==> src/rtl/product_accumulator_pkg.sv <==
// Shared types and constants for the product accumulator slice.
// Holds the FSM state encoding, the product width and the counter-width helper.
package product_accumulator_pkg;

  typedef enum logic [1:0] {
    IDLE  = 2'd0,
    ACCUM = 2'd1,
    HOLD  = 2'd2
  } state_t;

  localparam int PROD_W = 8;

  // Wide enough to hold 0..count_n, since cnt reaches COUNT_N on a full group.
  function automatic int cnt_width(input int count_n);
    return $clog2(count_n + 1);
  endfunction

endpackage

==> src/rtl/product_accumulator_acc.sv <==
// Accumulator adder: ACC_W-bit sum of the running total and a zero-extended product.
// Build option PRODUCT_ACCUMULATOR_SATURATE_EN clamps the sum to all-ones on carry-out.
module acc_adder
  import product_accumulator_pkg::*;
#(
  parameter int ACC_W = 16
) (
  input  logic [ACC_W-1:0]  acc,
  input  logic [PROD_W-1:0] addend,
  output logic [ACC_W-1:0]  sum,
  output logic              carry
);

  logic [ACC_W:0] full_sum;

  assign full_sum = {1'b0, acc} + {{(ACC_W + 1 - PROD_W){1'b0}}, addend};
  assign carry    = full_sum[ACC_W];

`ifdef PRODUCT_ACCUMULATOR_SATURATE_EN
  // Once clamped, any further nonzero product carries again, so acc stays at max.
  assign sum = carry ? {ACC_W{1'b1}} : full_sum[ACC_W-1:0];
`else
  assign sum = full_sum[ACC_W-1:0];
`endif

endmodule

==> src/rtl/product_accumulator.sv <==
// Sums groups of COUNT_N unsigned products (or fewer when in_last closes early) and
// presents each sum once on a valid/ready port. Saturation via PRODUCT_ACCUMULATOR_SATURATE_EN.
//
//   state | meaning
//   IDLE  | post-reset, not ready; leaves on the next edge
//   ACCUM | in_ready=1, adding accepted products
//   HOLD  | out_valid=1, result stable until out_ready
module product_accumulator
  import product_accumulator_pkg::*;
#(
  parameter int ACC_W   = 16,
  parameter int COUNT_N = 4
) (
  input  logic              clk,
  input  logic              rst,
  input  logic              in_valid,
  output logic              in_ready,
  input  logic [PROD_W-1:0] in_p,
  input  logic              in_last,
  output logic              out_valid,
  input  logic              out_ready,
  output logic [ACC_W-1:0]  out_acc,
  output logic              out_ovf
);

  localparam int CNT_W = cnt_width(COUNT_N);
  localparam logic [CNT_W-1:0] LAST_CNT = CNT_W'(COUNT_N - 1);

  state_t           state, state_nxt;
  logic [ACC_W-1:0] acc, acc_sum;
  logic [CNT_W-1:0] cnt;
  logic             ovf, carry;
  logic             accept, closing, res_taken;

  acc_adder #(.ACC_W(ACC_W)) u_adder (
    .acc    (acc),
    .addend (in_p),
    .sum    (acc_sum),
    .carry  (carry)
  );

  assign accept    = in_valid & in_ready;
  assign closing   = accept & ((cnt == LAST_CNT) | in_last);
  assign res_taken = out_valid & out_ready;

  always_ff @(posedge clk or posedge rst) begin
    if (rst) state <= IDLE;
    else     state <= state_nxt;
  end

  always_comb begin
    state_nxt = state;
    in_ready  = 1'b0;
    out_valid = 1'b0;
    case (state)
      IDLE:  state_nxt = ACCUM;
      ACCUM: begin
        in_ready = 1'b1;
        if (closing) state_nxt = HOLD;
      end
      HOLD: begin
        out_valid = 1'b1;
        if (res_taken) state_nxt = ACCUM;
      end
      default: state_nxt = IDLE;
    endcase
  end

  always_ff @(posedge clk or posedge rst) begin
    if (rst) begin
      acc <= '0;
      cnt <= '0;
      ovf <= 1'b0;
    end else if (res_taken) begin
      acc <= '0;
      cnt <= '0;
      ovf <= 1'b0;
    end else if (accept) begin
      acc <= acc_sum;
      cnt <= cnt + CNT_W'(1);
      ovf <= ovf | carry;
    end
  end

  assign out_acc = acc;
  assign out_ovf = ovf;

endmodule

==> config.mk <==
export PLATFORM = sky130hd
export DESIGN_NAME = product_accumulator
export DESIGN_NICKNAME = d
export VERILOG_FILES = /design/src/rtl/product_accumulator_pkg.sv /design/src/rtl/product_accumulator_acc.sv /design/src/rtl/product_accumulator.sv
export SDC_FILE = /design/constraint.sdc
export NUM_CORES = 1
export LEC_CHECK = 0
export ABC_AREA = 0
export CAP_MARGIN = 20
export CORE_UTILIZATION = 52
export DETAILED_ROUTE_END_ITERATION = 10
export PLACE_DENSITY = 0.84
export SYNTH_ARGS = -nofsm -noshare
export SYNTH_HDL_FRONTEND = slang
export SYNTH_HIERARCHICAL = 1
export SYNTH_SLANG_ARGS = --single-unit
==> constraint.sdc <==
create_clock -name clk -period 2.5 [get_ports clk]
set_input_delay 0.625 -clock clk [delete_from_list [all_inputs] [get_ports clk]]
set_output_delay 0.625 -clock clk [all_outputs]
set_load 0.01 [all_outputs]
After elaboration in Yosys (flattened, before gate mapping)
Cells that the tools add are included.
Word-level totals
  register bits after elaboration: 22
  bits of input ports: 13
  output and inout bits: 19
Operators by class
  add/subtract/negate cells: 2
  eq/ne operators: 5
  multiplexer cells: 11
  bitwise logic cells: 5
  reduce and logical (&&, ||, !) cells: 3
Operators by type and width (number)
  two-way mux 16 bit: 2
  adder 16 x 8 -> 17 bit: 1
  two-way mux 3 bit: 2
  one-hot mux 2 bit (3 select lines): 1
  two-way mux 1 bit: 4
  two-way mux 2 bit: 2
  != test 2 bit (second input constant): 2
  adder 3 x 1 -> 3 bit (second input constant): 1
  AND 1 bit: 3
  == test 3 x 2 -> 1 bit (second input constant): 1
  == test 2 x 1 -> 1 bit (second input constant): 1
  == test 2 bit (second input constant): 1
  zero test 2 bit: 1
  bitwise OR 1 bit: 2
  AND reduction 2 bit: 1
  nonzero test 2 bit: 1

Logic depth before layout (Yosys ltp)
Gate-level depths: netlist of the first run.
  depth in word-level cells: 6
  mapped depth: 8
  depth with buffers taken out: 8

Cells and area by module
Netlist of the first run, hierarchy kept.
By module, submodules not included
  product_accumulator: times used 1, cells an instance 122, area each 1277.5 um2
  acc_adder: times used 1, cells an instance 84, area each 594.3 um2

Worst setup path before layout of the first run
No wires, ideal clock.
  path type: in2reg
  from: input port in_p[0]
  to: register ovf, in the netlist out_ovf
  setup time: 0.129 ns
  data arrival time: 2.248 ns
  data required time: 2.371 ns
  path slack: 0.122 ns
  cell stages on the path: 8
  cells stage by stage: ha_1 > fa_1 > a21o_1 > a221oi_1 > o21ai_1 > and3_2 > a21oi_1 > a21oi_1
Between the ends
  word-level cells in the longest chain between the ends: 4
Ends and longest elaborated chain
  start, declared: RTL line product_accumulator.sv:18  | input logic [PROD_W-1:0] in_p,
  adder 16 x 8 -> 17 bit: RTL line product_accumulator_acc.sv:16  | assign full_sum = {1'b0, acc} + {{(ACC_W + 1 - PROD_W){1'b0}}, addend};
  named net carry: RTL line product_accumulator.sv:32  | logic ovf, carry;
  bitwise OR 1 bit: RTL line product_accumulator.sv:81  | ovf <= ovf | carry;
  two-way mux 1 bit: RTL line product_accumulator.sv:78  | end else if (accept) begin
  two-way mux 1 bit: RTL line product_accumulator.sv:74  | end else if (res_taken) begin
  end signal, assigned: RTL line product_accumulator.sv:81
  end, declared: RTL line product_accumulator.sv:32
The timed path passes the listed nets, and every way through them passes these cells. The select of a mux whose other input is x is not followed.
A chain may end at the register's enable or synchronous reset.

Worst setup path after layout of the first run
  from: input port in_p[7]
  to: register acc[12], in the netlist out_acc[12]
Between the ends
  word-level cells in the longest chain between the ends: 3
Ends and longest elaborated chain
  adder 16 x 8 -> 17 bit: RTL line product_accumulator_acc.sv:16
  named net acc_sum[12]: RTL line product_accumulator.sv:30  | logic [ACC_W-1:0] acc, acc_sum;
  two-way mux 16 bit: RTL line product_accumulator.sv:78
  two-way mux 16 bit: RTL line product_accumulator.sv:74
  end signal, assigned: RTL line product_accumulator.sv:79  | acc <= acc_sum;
  end, declared: RTL line product_accumulator.sv:30
The timed path passes the listed nets, and every way through them passes these cells. The select of a mux whose other input is x is not followed.

==> results of run 1 <==
## cells in the mapped netlist (all sizes together)
library cell   n  share of area (%)
mux2i          1               0.53
and2b          1               0.47
fa             1                1.1
nor2b          1               0.47
a21o           2               0.87
dfrtp         22                 29
nor4b          1               0.80
ha            10                6.7
inv            4               0.80
and2           3                1.1
o22ai          3                1.0
o211ai         2               0.80
nand3b         1               0.40
xnor2          7                3.3
nand4          3                1.0
nor3           5                1.3
nand2b         3                1.4
a21oi          7                1.9
a22oi          1               0.40
buf           12                6.8
o41ai          1               0.47
a211oi         2               0.80
a41oi          1               0.47
a2111oi        1               0.47
xor2           4                1.9
o2111ai        1               0.47
nand3          5                1.3
a221oi        19                 15
and3           6                2.1
o21ai          5                1.3
or4            2               0.80
nand2         26                5.6
nor2          41                8.5
nor4           2               0.67
## metrics by stage
step | TNS [ns] | setup WS (ns) | hold WS, ns | cell area, um2 | power (mW)
floorplan | 0 | 0.1223 | 0.4877 | 1872 | 2.265
global placement | -2.614 | -0.3464 | 0.5022 | 2313 | 2.937
detailed placement | -2.896 | -0.3766 | 0.5310 | 2313 | 3.018
CTS | 0 | 0.002859 | 0.5509 | 2377 | 3.335
global route | -0.01883 | -0.01738 | 0.5726 | 2449 | 3.757
finish | 0 | 0.1139 | 0.5433 | 2449 | 3.489
## final cells by class
type / instances / area share (%)
clock buffer: 3 / 0.9198
clock inverter: 1 / 1.226
inverter: 4 / 0.6132
multi-input combinational: 168 / 51.35
sequential: 22 / 22.48
tap: 46 / 2.351
timing repair buffer: 56 / 21.05
## metal layers
metal	routed length (um)	global-route usage [%]
met2	2224	38.45
met5	0	0
met3	120	2.484
met1	2089	32.77
met4	68	8.889
## how the worst min path moves through the flow
stage | end | cells past startpoint
after floorplan | cnt[0]$_DFFE_PP0P_ | 1
after global placement | cnt[0]$_DFFE_PP0P_ | 1
after detailed placement | cnt[0]$_DFFE_PP0P_ | 1
after CTS | cnt[0]$_DFFE_PP0P_ | 1
after global routing | state[1]$_DFFE_PP0P_ | 1
final | cnt[0]$_DFFE_PP0P_ | 1
## worst max-delay path, stage by stage
cell             delay, ns
clkdlybuf4s50_1       0.42
ha_1                  0.35
a21oi_1               0.28
buf_4                 0.19
buf_4                 0.12
and3_1                0.18
a41oi_2               0.05
nand3_1               0.11
nor2_1                0.05
a221oi_2              0.26
## power by group through the flow
| stage | Clock (mW) | Sequential [mW] | Combinational, mW |
|---|---|---|---|
| 3_3_place_gp | 0 | 0.780 | 2.16 |
| 2_1_floorplan | 0 | 0.795 | 1.47 |
| 3_5_place_dp | 0 | 0.791 | 2.23 |
| 4_1_cts | 0.290 | 0.784 | 2.26 |
| 6_report | 0.285 | 0.800 | 2.40 |
| 5_1_grt | 0.303 | 0.833 | 2.62 |
## registers in the layout, summed over array words and instances (netlist names)
| register | cells |
|---|---|
| out_acc | 16 |
| cnt | 3 |
| state | 2 |
| out_ovf | 1 |
## kinds of logic (layout without fill, tap and decap cells)
kind of cell | Yosys count | in the layout | share of synthesized area, %
multiplexers | 1 | 1 | 0.5348
flip-flops | 22 | 22 | 29.41
buffers and inverters | 16 | 64 | 7.553
AO/OA/AOI/OAI | 45 | 45 | 23.53
AND/OR/NAND/NOR | 100 | 100 | 26.07
adder cells (fa/ha/maj) | 11 | 11 | 7.754
XOR/XNOR | 11 | 11 | 5.147
## what timing repair did
| action | CTS | global route |
|---|---|---|
| pin swaps | 1 | 8 |
| hold endpoints to repair | 0 | 0 |
| setup endpoints to repair | 4 | 4 |
| gates cloned | 0 | 0 |
| setup buffers | 0 | 1 |
| gates resized for setup | 3 | 11 |
==> flow_summary.json, run 1 <==
{
  "status": "completed",
  "drv_cap": 0,
  "synth.yosys.seq_area_share_pct": 29.41,
  "multi_input_area_um2": 1257,
  "overflow": 0,
  "start_kind": "input port",
  "placed_cells": 296,
  "antenna_found_initial": 0,
  "route.detailed.drc": 0,
  "layout-drive-gt1-share_pct": 27.17,
  "power_frac_comb_pct": 68.9,
  "dpl.hpwl_um": 2844,
  "hp-class": "reg2reg",
  "crit_end": "out_acc[12]$_DFFE_PP0P_",
  "p_seq_share_pct": 22.9,
  "cts_buffer_depth": 2,
  "finalSetupViolCount": 0,
  "postCtsHoldBufs": 0,
  "htreeDepth": 1,
  "clock_power_share_pct": 8.2,
  "globalplace.congestion": 0.8333,
  "path_max_fanout": 6,
  "placementRows": 21,
  "antenna_left": 0,
  "cts.sinks": 22,
  "io_pins": 32,
  "grt_start_max_net_pins": 40,
  "grt_pass1_vias": 1546,
  "worstSetupPathType": "in2reg",
  "leakage_nw": 1.068,
  "wirelength_um": 4502,
  "fin_util_pct": 72.24,
  "fmax_mhz": 419.1,
  "netSwitchingPower_mw": 1.573,
  "first_iter_violations": 73,
  "slew_violations": 0,
  "startpoint": "in_p[7]",
  "num_vias": 1779,
  "insertion_delay_ns": 0.32,
  "max-vdd-ir-drop_uv": 705.1,
  "p_int_mw": 1.916,
  "seq_area_um2": 550.5,
  "min_from": "cnt[0]$_DFFE_PP0P_",
  "die-area_um2": 3843,
  "avgSynthCellArea_um2": 9.086,
  "power_density_nw_per_um2": 1425,
  "num_antenna_cells": 0,
  "r2r_slack_ns": 0.21,
  "cts.clk_slew.worst_paths_ns": 0.13,
  "finalClockSkew_ns": 0.003611,
  "synth_cell_types": 46,
  "crit_path_end_kind": "register",
  "syn2layout_area_growth_pct": 30.82,
  "clockRootBuffer": "clkbuf_4",
  "vias_per_cell": 5.930,
  "first_pass_iters": 4,
  "num-fill-cells": 261,
  "grt_util_all_layers_pct": 23.76,
  "stdcell_count": 300,
  "routedWlPerCell_um": 15.01,
  "tightest_slew_ns": 0.4910,
  "port_buffers": 31,
  "core_um2": 3390,
  "reg2reg_from": "out_acc[0]$_DFFE_PP0P_",
  "yosysWarnings": 6,
  "synth_nets": 230,
  "synth_area_um2": 1872,
  "grt_pass1_wl_um": 6803,
  "synth-seq-cells": 22,
  "fin_crit_sh_pct": 95.45,
  "r2r-end": "out_acc[12]$_DFFE_PP0P_",
  "initial_utilization_pct": 55.22,
  "numCtsBuffers": 3,
  "die_y_um": 62.00,
  "hold_viol": 0,
  "dieWidth_um": 62.00,
  "cp.required_ns": 2.74,
  "cts_tree": "done",
  "maxSlewHeadroom_pct": 67.27,
  "syn_inst": 206,
  "num-nets-final": 279,
  "layout_commonest_cell": "nor2_1",
  "layout_common_cells": "nor2_1, clkdlybuf4s50_1, buf_4",
  "switching_share_pct": 45.09,
  "min_period_ns": 2.386,
  "crit_arrival_ns": 2.62,
  "r2r_cells": 8
}
No activity file was read; power rests on OpenSTA's default activity.
==> inputs of run 2 (changes only) <==
--- a/config.mk
+++ b/config.mk
@@ -6,6 +6,7 @@
 export NUM_CORES = 1
 export LEC_CHECK = 0
 export ABC_AREA = 0
+export ABC_CLOCK_PERIOD_IN_PS = 2500
 export CAP_MARGIN = 20
 export CORE_UTILIZATION = 52
 export DETAILED_ROUTE_END_ITERATION = 10
==> results of run 2 <==
No change in the layout: final DEF, timing and power equal those of run 1.
==> inputs of run 3 (changes only) <==
--- a/config.mk
+++ b/config.mk
@@ -7,11 +7,12 @@
 export LEC_CHECK = 0
 export ABC_AREA = 0
 export ABC_CLOCK_PERIOD_IN_PS = 2500
-export CAP_MARGIN = 20
 export CORE_UTILIZATION = 52
 export DETAILED_ROUTE_END_ITERATION = 10
 export PLACE_DENSITY = 0.84
+export RECOVER_POWER = 25
 export SYNTH_ARGS = -nofsm -noshare
 export SYNTH_HDL_FRONTEND = slang
 export SYNTH_HIERARCHICAL = 1
 export SYNTH_SLANG_ARGS = --single-unit
+export TNS_END_PERCENT = 20
==> flow_summary.json, run 3 (same netlist as run 1, synthesis figures left out) <==
{
  "path_max_fanout": 6,
  "placed_cells": 296,
  "startpoint": "in_p[4]",
  "power_density_nw_per_um2": 1418,
  "cp.required_ns": 2.73,
  "wirelength_um": 4344,
  "min_from": "cnt[0]$_DFFE_PP0P_",
  "rsz0062_at_grt": "yes",
  "grt_util_all_layers_pct": 23.71,
  "path_cells": "clkdlybuf4s50_1 > ha_1 > and3_2 > a22oi_2 > or4_1 > nand3_1 > nor2_1 > a221oi_2",
  "num-nets-final": 279,
  "hold_viol": 0,
  "place_ws_ns": -0.3766,
  "layout_commonest_cell": "nor2_1",
  "slew_violations": 0,
  "fin_crit_sh_pct": 96.26,
  "antenna_found_initial": 0,
  "p_seq_share_pct": 23.0,
  "hold_end": "cnt[0]$_DFFE_PP0P_",
  "final_cell_area_um2": 2409,
  "crit_arrival_ns": 2.64,
  "r2r-end": "out_acc[12]$_DFFE_PP0P_",
  "die_y_um": 62.00,
  "first_iter_violations": 107,
  "placementRows": 21,
  "core_um2": 3390,
  "overflow": 0,
  "netSwitchingPower_mw": 1.532,
  "cts_buffer_depth": 2,
  "grt_start_max_net_pins": 40,
  "switching_share_pct": 44.84,
  "r2r_cells": 8,
  "hold_path_depth": 1,
  "cp_top_family": "simple AND/OR/NAND/NOR gates",
  "vias_per_cell": 5.763,
  "layout-drive-gt1-share_pct": 25.98,
  "hp-class": "reg2reg",
  "dpl.hpwl_um": 2844,
  "numCtsBuffers": 3,
  "num_antenna_cells": 0,
  "finalClockSkew_ns": 0.004369,
  "max-vdd-ir-drop_uv": 690.8,
  "min_period_ns": 2.407,
  "finalSetupViolCount": 0,
  "port_buffers": 31,
  "initial_utilization_pct": 55.22,
  "routedWlPerCell_um": 14.48,
  "postCtsHoldBufs": 0,
  "tightest_slew_ns": 1.263,
  "crit_slowest_cell": "or4_1",
  "route.detailed.drc": 0,
  "htreeDepth": 1,
  "num_vias": 1729,
  "antenna_left": 0,
  "r2r_slack_ns": 0.23,
  "seq_area_um2": 550.5,
  "p_int_mw": 1.885,
  "insertion_delay_ns": 0.32,
  "power_frac_comb_pct": 68.7,
  "cp_num_buf_inv": 1,
  "clock_power_share_pct": 8.3,
  "grt_pass1_vias": 1543,
  "cts_tree": "done",
  "multi_input_area_um2": 1224,
  "num-fill-cells": 271,
  "fin_ws_ns": 0.09340,
  "clockRootBuffer": "clkbuf_4",
  "fmax_mhz": 415.5,
  "status": "completed",
  "start_kind": "input port",
  "max_stage_delay_ns": 0.49,
  "grt_pass1_wl_um": 6803,
  "globalplace.congestion": 0.8333,
  "syn2layout_area_growth_pct": 28.68,
  "cts.clk_slew.worst_paths_ns": 0.13,
  "hold-worst-slack_ns": 0.5403,
  "leakage_nw": 1.050,
  "layout_common_cells": "nor2_1, clkdlybuf4s50_1, nand2_1, buf_4, dfrtp_1",
  "cts.sinks": 22,
  "p_total_mw": 3.416,
  "first_pass_iters": 4,
  "worstSetupPathType": "in2reg",
  "dieWidth_um": 62.00,
  "placed_cell_area_um2": 2313,
  "largest_reg_flops": 16,
  "reg2reg_from": "out_acc[0]$_DFFE_PP0P_",
  "stdcell_count": 300,
  "crit_path_end_kind": "register",
  "die-area_um2": 3843,
  "io_pins": 32,
  "drv_cap": 0,
  "maxSlewHeadroom_pct": 15.83
}
[run 3: cell count changes in the layout (fill, tap and decap cells not counted)]
cell / previous run / this run
ha_4: 2 / 0
dlygate4sd3_1: 0 / 1
nor4b_2: 0 / 1
clkbuf_1: 0 / 1
nor4b_4: 1 / 0
buf_4: 24 / 23
dlymetal6s2s_1: 2 / 1
ha_1: 7 / 9
[run 3: area by class of cell]
class / count / share of cell area [%]
Inverter: 4 / 0.6234
Clock inverter: 1 / 1.247
Timing Repair Buffer: 56 / 21.14
Tap cell: 46 / 2.390
Clock buffer: 3 / 0.9351
Multi-Input combinational cell: 168 / 50.81
Sequential cell: 22 / 22.86
[run 3: power by group through the flow]
stage / registers (mW) / clock network (mW) / logic [mW]
3_5_place_dp: 0.791 / 0 / 2.23
2_1_floorplan: 0.795 / 0 / 1.47
3_3_place_gp: 0.780 / 0 / 2.16
5_1_grt: 0.824 / 0.304 / 2.56
6_report: 0.787 / 0.283 / 2.35
4_1_cts: 0.783 / 0.290 / 2.26
[run 3: how the worst max path moves through the flow]
stage / end / slack, ns / cells past startpoint
global route: out_acc[11]$_DFFE_PP0P_ / -0.04 / 10
floorplan: out_ovf$_DFFE_PP0P_ / 0.12 / 8
finish: out_acc[12]$_DFFE_PP0P_ / 0.09 / 8
global placement: out_ovf$_DFFE_PP0P_ / -0.35 / 9
CTS: out_acc[12]$_DFFE_PP0P_ / -0.00006 / 10
detailed placement: out_ovf$_DFFE_PP0P_ / -0.38 / 9
[run 3: worst register-to-register path: stages, from the launching register on]
cell      delay [ns]
dfrtp_1         0.44
ha_2            0.22
fa_2            0.37
a21o_1          0.24
a22oi_2         0.34
a41oi_2         0.18
nand3_1         0.11
nor2_1          0.05
a221oi_2        0.26
[run 3: metal layers]
| metal | routed length, um | up-vias | track usage (%) |
|---|---|---|---|
| met5 | 0 | - | 0 |
| met4 | 53 | 0 | 8.889 |
| met3 | 135 | 6 | 2.484 |
| met2 | 2093 | 38 | 38.30 |
| met1 | 2061 | 836 | 32.73 |
| li1 | - | 849 | - |
[run 3: what timing repair did]
item                       CTS  global route
gates resized for setup      1             9
setup buffers                0             1
setup endpoints to repair    4             8
pin swaps                    1             8
[run 3: metrics by stage]
| step | setup TNS, ns | utilization [%] |
|---|---|---|
| after detailed placement | -2.896 | 68.25 |
| after CTS | -0.00005751 | 69.99 |
| final | 0 | 71.06 |
| after floorplan | 0 | - |
| after global placement | -2.614 | 68.25 |
| after global routing | -0.03834 | 71.06 |
